**config.mk**
```make
export PLATFORM = sky130hd
export DESIGN_NAME = pll_lock_supervisor
export DESIGN_NICKNAME = d
export VERILOG_FILES = /design/src/rtl/pll_lock_supervisor_pkg.sv /design/src/rtl/pll_lock_supervisor_sync_2ff.sv /design/src/rtl/pll_lock_supervisor.sv
export SDC_FILE = /design/constraint.sdc
export NUM_CORES = 1
export LEC_CHECK = 0
export ABC_AREA = 1
export CORE_MARGIN = 2
export CORE_UTILIZATION = 45
export CTS_CLUSTER_SIZE = 40
export DETAILED_ROUTE_END_ITERATION = 10
export DONT_BUFFER_PORTS = 1
export HOLD_SLACK_MARGIN = 0.15
export MAX_ROUTING_LAYER = met4
export PLACE_DENSITY = 0.68
export SYNTH_ARGS = -nofsm -noshare
export SYNTH_HDL_FRONTEND = slang
export SYNTH_SLANG_ARGS = --single-unit
```
**constraint.sdc**
```tcl
create_clock -name REFERENCECLK -period 2.25 [get_ports REFERENCECLK]
set_clock_uncertainty 0.2 [all_clocks]
set_input_delay 0.5625 -clock REFERENCECLK [delete_from_list [all_inputs] [get_ports REFERENCECLK]]
set_output_delay 0.5625 -clock REFERENCECLK [all_outputs]
set_load 0.005 [all_outputs]
```
**src/rtl/pll_lock_supervisor_pkg.sv**
```systemverilog
// PLL lock supervisor shared types and default timing.
// State encoding plus 20 MHz reference timing constants.
package pll_lock_supervisor_pkg;

  typedef enum logic [2:0] {
    HOLD,
    WAIT_LOCK,
    STABLE,
    RUN,
    FAIL
  } state_t;

  // 1 us PLL reset at 20 MHz
  localparam int DEF_RESET_CYCLES = 20;
  // 100 us lock window at 20 MHz
  localparam int DEF_LOCK_TIMEOUT_CYCLES = 2000;
  // 10 us of clean lock before release
  localparam int DEF_LOCK_STABLE_CYCLES = 200;
  localparam int DEF_DROP_FILTER = 4;
  localparam int DEF_MAX_ATTEMPTS = 4;

  function automatic int cw(input int n);
    return (n < 2) ? 1 : $clog2(n + 1);
  endfunction

endpackage

```
**src/rtl/pll_lock_supervisor_sync_2ff.sv**
```systemverilog
// Generic 2-flop synchronizer, async active-low reset to 0.
// Ports: clk, rst_n, d (async input), q (synchronized).
module sync_2ff #(
  parameter int W = 1
) (
  input  logic         clk,
  input  logic         rst_n,
  input  logic [W-1:0] d,
  output logic [W-1:0] q
);

  logic [W-1:0] meta;

  always_ff @(posedge clk or negedge rst_n) begin
    if (!rst_n) begin
      meta <= '0;
      q    <= '0;
    end else begin
      meta <= d;
      q    <= meta;
    end
  end

endmodule

```
**src/rtl/pll_lock_supervisor.sv**
```systemverilog
// Sequences PLL reset/bypass, qualifies LOCK, retries, falls back.
// Ports: REFERENCECLK, RESET(n), LOCK, CLEAR -> PLL_RESETB,
// PLL_BYPASS, READY, LOCK_LOST, FAILED, ATTEMPTS.
module pll_lock_supervisor
  import pll_lock_supervisor_pkg::*;
#(
  parameter int RESET_CYCLES        = DEF_RESET_CYCLES,
  parameter int LOCK_TIMEOUT_CYCLES = DEF_LOCK_TIMEOUT_CYCLES,
  parameter int LOCK_STABLE_CYCLES  = DEF_LOCK_STABLE_CYCLES,
  parameter int DROP_FILTER         = DEF_DROP_FILTER,
  parameter int MAX_ATTEMPTS        = DEF_MAX_ATTEMPTS,
  localparam int AW = $clog2(MAX_ATTEMPTS + 1)
) (
  input  logic          REFERENCECLK,
  input  logic          RESET,
  input  logic          LOCK,
  input  logic          CLEAR,
  output logic          PLL_RESETB,
  output logic          PLL_BYPASS,
  output logic          READY,
  output logic          LOCK_LOST,
  output logic          FAILED,
  output logic [AW-1:0] ATTEMPTS
);

  localparam int RW = cw(RESET_CYCLES);
  localparam int TW = cw(LOCK_TIMEOUT_CYCLES);
  localparam int SW = cw(LOCK_STABLE_CYCLES);
  localparam int DW = cw(DROP_FILTER);

  localparam logic [RW-1:0] RLAST = RW'(RESET_CYCLES - 1);
  localparam logic [TW-1:0] TLAST = TW'(LOCK_TIMEOUT_CYCLES - 1);
  localparam logic [SW-1:0] SLAST = SW'(LOCK_STABLE_CYCLES - 1);
  localparam logic [DW-1:0] DLAST = DW'(DROP_FILTER - 1);
  localparam logic [AW-1:0] AMAX  = AW'(MAX_ATTEMPTS);

  logic          lock_s;
  state_t        state, state_n;
  logic [RW-1:0] rcnt, rcnt_n;
  logic [TW-1:0] tcnt, tcnt_n;
  logic [SW-1:0] scnt, scnt_n;
  logic [DW-1:0] dcnt, dcnt_n;
  logic [AW-1:0] att_n;
  logic          lost_n;

  sync_2ff #(.W(1)) u_lock_sync (
    .clk   (REFERENCECLK),
    .rst_n (RESET),
    .d     (LOCK),
    .q     (lock_s)
  );

  always_ff @(posedge REFERENCECLK or negedge RESET) begin
    if (!RESET) begin
      state      <= HOLD;
      rcnt       <= '0;
      tcnt       <= '0;
      scnt       <= '0;
      dcnt       <= '0;
      ATTEMPTS   <= '0;
      LOCK_LOST  <= 1'b0;
      PLL_RESETB <= 1'b0;
      PLL_BYPASS <= 1'b0;
      READY      <= 1'b0;
      FAILED     <= 1'b0;
    end else begin
      state      <= state_n;
      rcnt       <= rcnt_n;
      tcnt       <= tcnt_n;
      scnt       <= scnt_n;
      dcnt       <= dcnt_n;
      ATTEMPTS   <= att_n;
      LOCK_LOST  <= lost_n;
      // outputs follow the state being entered, so they
      // change on the same edge as the transition
      PLL_RESETB <= (state_n != HOLD);
      PLL_BYPASS <= (state_n == FAIL);
      READY      <= (state_n == RUN) || (state_n == FAIL);
      FAILED     <= (state_n == FAIL);
    end
  end

  always_comb begin
    state_n = state;
    rcnt_n  = rcnt;
    tcnt_n  = tcnt;
    scnt_n  = scnt;
    dcnt_n  = dcnt;
    att_n   = ATTEMPTS;
    lost_n  = LOCK_LOST;
    if (CLEAR) lost_n = 1'b0;
    unique case (state)
      HOLD: begin
        if (rcnt == RLAST) begin
          state_n = WAIT_LOCK;
          rcnt_n  = '0;
          tcnt_n  = '0;
          scnt_n  = '0;
        end else begin
          rcnt_n = rcnt + 1'b1;
        end
      end
      WAIT_LOCK, STABLE: begin
        tcnt_n = tcnt + 1'b1;
        // timeout beats a simultaneous stable completion
        if (tcnt == TLAST) begin
          att_n   = ATTEMPTS + 1'b1;
          tcnt_n  = '0;
          scnt_n  = '0;
          rcnt_n  = '0;
          state_n = (att_n == AMAX) ? FAIL : HOLD;
        end else if (state == WAIT_LOCK) begin
          if (lock_s) begin
            state_n = STABLE;
            scnt_n  = '0;
          end
        end else if (!lock_s) begin
          state_n = WAIT_LOCK;
          scnt_n  = '0;
        end else if (scnt == SLAST) begin
          state_n = RUN;
          att_n   = '0;
          dcnt_n  = '0;
        end else begin
          scnt_n = scnt + 1'b1;
        end
      end
      RUN: begin
        if (lock_s) begin
          dcnt_n = '0;
        end else if (dcnt == DLAST) begin
          // set beats a coincident CLEAR
          state_n = HOLD;
          lost_n  = 1'b1;
          rcnt_n  = '0;
          dcnt_n  = '0;
        end else begin
          dcnt_n = dcnt + 1'b1;
        end
      end
      FAIL: begin
        if (CLEAR) begin
          state_n = HOLD;
          att_n   = '0;
          rcnt_n  = '0;
        end
      end
      default: state_n = HOLD;
    endcase
  end

endmodule

```
---- Yosys cells after proc, flatten, opt, wreduce, memory -nomap -nowiden ----
Cells that the tools add are included.
word-level totals
  memories kept ........................... 0
  memory bits (writable) .................. 0
  word-level logic and storage cells ...... 96
  memory bits (read-only) ................. 0
  flip-flop bits (word level) ............. 39
  input bits .............................. 4
  output and inout port bits .............. 8
  latch bits .............................. 0
cells by class
  add/sub/neg operators ................... 5
  shift operators ......................... 0
  equal/unequal tests ..................... 25
  divide/modulo/power cells ............... 0
  mux-type cells .......................... 41
  multipliers ............................. 0
  order comparisons ....................... 0
  bitwise gates (word level) .............. 0
  reduce and logical (&&, ||, !) cells .... 13
operators with widths
  operator                 number
  $mux W3                  18
  $mux W8                  6
  $mux W5                  5
  $mux W11                 2
  $pmux W11 S2             1
  $pmux W5 S4              1
  $ne A2 B2 Y1 const B     8
  $pmux W8 S2              1
  $reduce_and A5 Y1        3
  $eq A3 B2 Y1 const B     4
  $pmux W3 S2              2
  $pmux W3 S4              1
  $add A11 B1 Y11 const B  1
  $eq A11 B11 Y1 const B   1
  $eq A3 B3 Y1 const B     3
  $add A8 B1 Y8 const B    1
  $eq A8 B8 Y1 const B     1
  $add A3 B1 Y3 const B    2
  $ne A3 B3 Y1 const B     2
  $reduce_bool A2 Y1       3
  $add A5 B1 Y5 const B    1
  $eq A5 B5 Y1 const B     1
  $ne A5 B5 Y1 const B     1
  $mux W1                  4
  other kinds (11)         11

---- Logic depth before layout (Yosys ltp) ----
  word-level depth ........................ 8
  gate-level depth with buffers ........... 10
  depth with buffers taken out ............ 10

---- Modules after synthesis ----
A second synthesis with hierarchy kept.
unflattened totals
  cell total of the unflattened synthesis .. 317
  area, all modules ....................... 2367.3 um^2
by module, submodules not included
  module               area each (um^2)  times used  cells an instance
  pll_lock_supervisor  2317.2            1           315
  sync_2ff             50.0              1           2

---- Least setup slack after synthesis ----
OpenSTA, ideal clock, no wires.
  kind .................................... register -> register
  from .................................... reg tcnt[0]
  to ...................................... reg PLL_RESETB
  required time ........................... 1901 ps
  library setup time ...................... 149 ps
  cell stages (with the launch flop) ...... 8
  data arrival time ....................... 1483 ps
  slack ................................... 418 ps
  cell sequence ........................... dfrtp_1 > ha_1 > nand3_1 > clkinv_1 > nand3_4 > nor2_1 > a21boi_0 > nand4_1
on the way
  word-level cells in the longest chain between the ends .. 4
RTL lines
  item                    line                        text
  start, declared         pll_lock_supervisor.sv:40   logic [TW-1:0] tcnt, tcnt_n;
  start signal, assigned  pll_lock_supervisor.sv:69   tcnt <= tcnt_n;
  $eq A11 B11 Y1          pll_lock_supervisor.sv:106  if (tcnt == TLAST) begin
  $mux W3                 pll_lock_supervisor.sv:106
  $pmux W3 S4             pll_lock_supervisor.sv:92   unique case (state)
  $reduce_bool A3 Y1      pll_lock_supervisor.sv:76   PLL_RESETB <= (state_n != HOLD);
  end signal, assigned    pll_lock_supervisor.sv:76
  end, declared           pll_lock_supervisor.sv:18   output logic PLL_RESETB,
No other way between the ends.
A chain may end at the register's enable or synchronous reset.

---- Final worst setup path ----
Same ends and word-level chain as after synthesis.

==> out/results.txt <==
status = finished clean
met1 wire length = 2472 um
Worst R2R End = PLL_RESETB
final hold vios = 0
most common cell after layout, fill and taps aside = nand2_1
Detailed Route WL = 4864 um
Setup Buffers After CTS = 0
DR vias = 1954
Lkg Pwr = 0.001195 uW
share of synthesized registers carrying an async set or reset = 1.000
Top Layer Used = met4
Starting DRT DRC Count = 124
Worst-path clk slew = 0.08 ns
RSZ-0062 raised after global routing = false
FF-to-FF Start = tcnt[0]
CP max stage delay = 0.43 ns
Crit. End Element = flop
Total Power = 2368 uW
Multi-input gate area = 1142 um^2
initial antenna violation count = 0
H-tree depth = 2
Num CTS Buffers = 5
Starting Density = 0.4586
Reg2Reg Depth = 7
critical path required time = 2.21 ns
DP Cell Count = 382
# IOs = 12
synth warn = 0
net count after synthesis = 323
R2R setup slack = 0.22 ns
sequential-to-total area share from yosys stat = 0.4221
first-pass GRT wire length = 8376 um
DRC violations left = 0
Skew-Pair Late Insertion Delay = 0.30 ns
arrival time worst endpoint = 1.99 ns
CTS root buf = clkbuf_8
Worst IR Drop VDD = 0.5883 mV
# fillers = 489
Max clock buf depth = 2
CTS Hold Bufs = 3
Horiz. Die Dim = 75.68 um
crit path max fanout = 10
worst-path cell chain = ha_1, nand3_1, clkinv_1, nand3_4, nor2_1, a21boi_0, nand4_1
Max Cap Viol = 0
post-DR vias/cell = 4.972
largest net degree at the start of global routing = 40
core area = 5042 um^2
die area = 5727 um^2
Non-Filler Instances = 393
final setup fails = 0
die span in y = 75.68 um
Critical-path top delay cell = dfrtp_1
Slew @ Worst Pin = 0.4284 ns
Area Growth Syn to Fin = 9.091%
layout cell share with drive strength beyond 1 = 0.08359
Total GRT Usage = 0.2017
clk sink count = 39
Primary FF master, synth = dfrtp_1
Critical Path Source Type = flop
gpl congestion = 0.9361
IO Port Bufs = 0
hpwl dp = 3580 um
PostCTS Resize Cnt = 0
FP Rows = 26
most frequent cells in the layout = nand2_1, inv_1, dfrtp_1, nand3_1, nor2_1
minimum clock period = 2.027 ns
Pre-antenna DRT Iters = 4
register bit total from synthesis = 39
WS Path Type = flop to flop
Yosys cell types = 34
Hold Path End = u_lock_sync.q
CTS tree = done
mapped cell area = 2312 um^2
setup_tns = 0 ns
Register Area = 975.9 um^2
mean cell area of the mapped netlist = 7.387 um^2
fmax = 0.4933 GHz
met2 wire length = 2104 um
Cell Pwr Density = 938.6 nW/um^2
Hold Crit Start = u_lock_sync.meta
Final Max Slew Viols = 0
post-route clock period utilization = 0.9010
Met3 Wirelength = 206 um
cells after synthesis = 313
Relative slew margins = 0.7128
diodes inserted = 0
wire per inst = 12.38 um
Layout Nets = 332
antenna-violating nets left = 0
total grt overflow = 0
hold crit path type = flop to flop
number of synthesized flops with an enable pin = 0
vias in the first global route = 1763
Hold Path Depth = 0
-- worst max-delay path: cells and delay by family (launching register included) --
family	cells	cell delay [ns]
AOI/OAI and AO/OA	1	0.34
buffers and inverters	1	0.16
and+or+nand+nor	4	0.51
adders and majority gates	1	0.26
DFF	1	0.43
-- report_power, final --
group	switching, uW	leakage, uW	internal, uW
logic	633	0.000627	305
clock network	272	0.0000402	216
registers	122	0.000527	820
total	1030	0.00119	1340
-- cells in the mapped netlist (2+ instances only) --
cell      count  area [um^2]
xor2_1        2        17.52
nor3_2        2        20.02
xnor2_1       2        17.52
a21boi_0      2        15.01
inv_2         3        11.26
nor2_1       34        127.6
ha_1          6        75.07
nor3_1        8        40.04
dfrtp_1      39        975.9
inv_1        40        150.1
a21oi_1       8        40.04
nand3_1      39        195.2
nand2_1      83        311.6
nand4_1       9        56.30
o21ai_0      15        75.07
buf_2         2        10.01
or2_2         2        12.51
-- per-stage QoR --
step	util	cell area [um^2]	setup WS, ns	hold slack, ns
floorplan	-	2312	0.4178	0.06691
detailed placement	0.4747	2394	0.2259	0.06873
finish	0.5002	2522	0.2228	0.1629
CTS	0.5002	2522	0.2253	0.1679
global placement	0.4747	2394	0.3304	0.06878
global route	0.5002	2522	0.08422	0.1722
-- flip-flops by register name, indices dropped and copies added (netlist names) --
signal and count:
dcnt 3, state 3, rcnt 5, FAILED 1, u_lock_sync.q 1, ATTEMPTS 3
READY 1, PLL_RESETB 1, LOCK_LOST 1, tcnt 11, scnt 8, u_lock_sync.meta 1
-- worst max path at each step --
stage            start          to  slack, ns  cells after the start
5_1_grt        tcnt[0]  PLL_RESETB       0.08                      7
3_3_place_gp   tcnt[0]  PLL_RESETB       0.33                      7
4_1_cts        tcnt[0]  PLL_RESETB       0.23                      7
3_5_place_dp   tcnt[0]  PLL_RESETB       0.23                      7
6_report       tcnt[0]  PLL_RESETB       0.22                      7
2_1_floorplan  tcnt[0]  PLL_RESETB       0.42                      7
-- area by class of cell --
type / count / area share
well taps: 70 / 0.03472
multi-input cells: 226 / 0.4529
clock buffers: 5 / 0.02728
clock inverters: 3 / 0.007937
inverters: 44 / 0.06548
repair buffers: 6 / 0.02480
flip-flops and latches: 39 / 0.3869
-- routing by layer --
metal / vias to the layer above / GRT usage
li1: 1033 / -
met1: 879 / 0.2805
met2: 34 / 0.2841
met3: 8 / 0.05556
met4: 0 / 0.06823
met5: - / -
-- cell families after synthesis --
group	after synthesis	synth area share
AND/OR/NAND/NOR	186	0.3707
adder cells (fa/ha/maj)	6	0.03247
buffers and inverters	48	0.08387
XOR/XNOR	4	0.01515
flip-flops	39	0.4221
AO/OA/AOI/OAI	30	0.07576
Power figures use the tool's default switching activity.
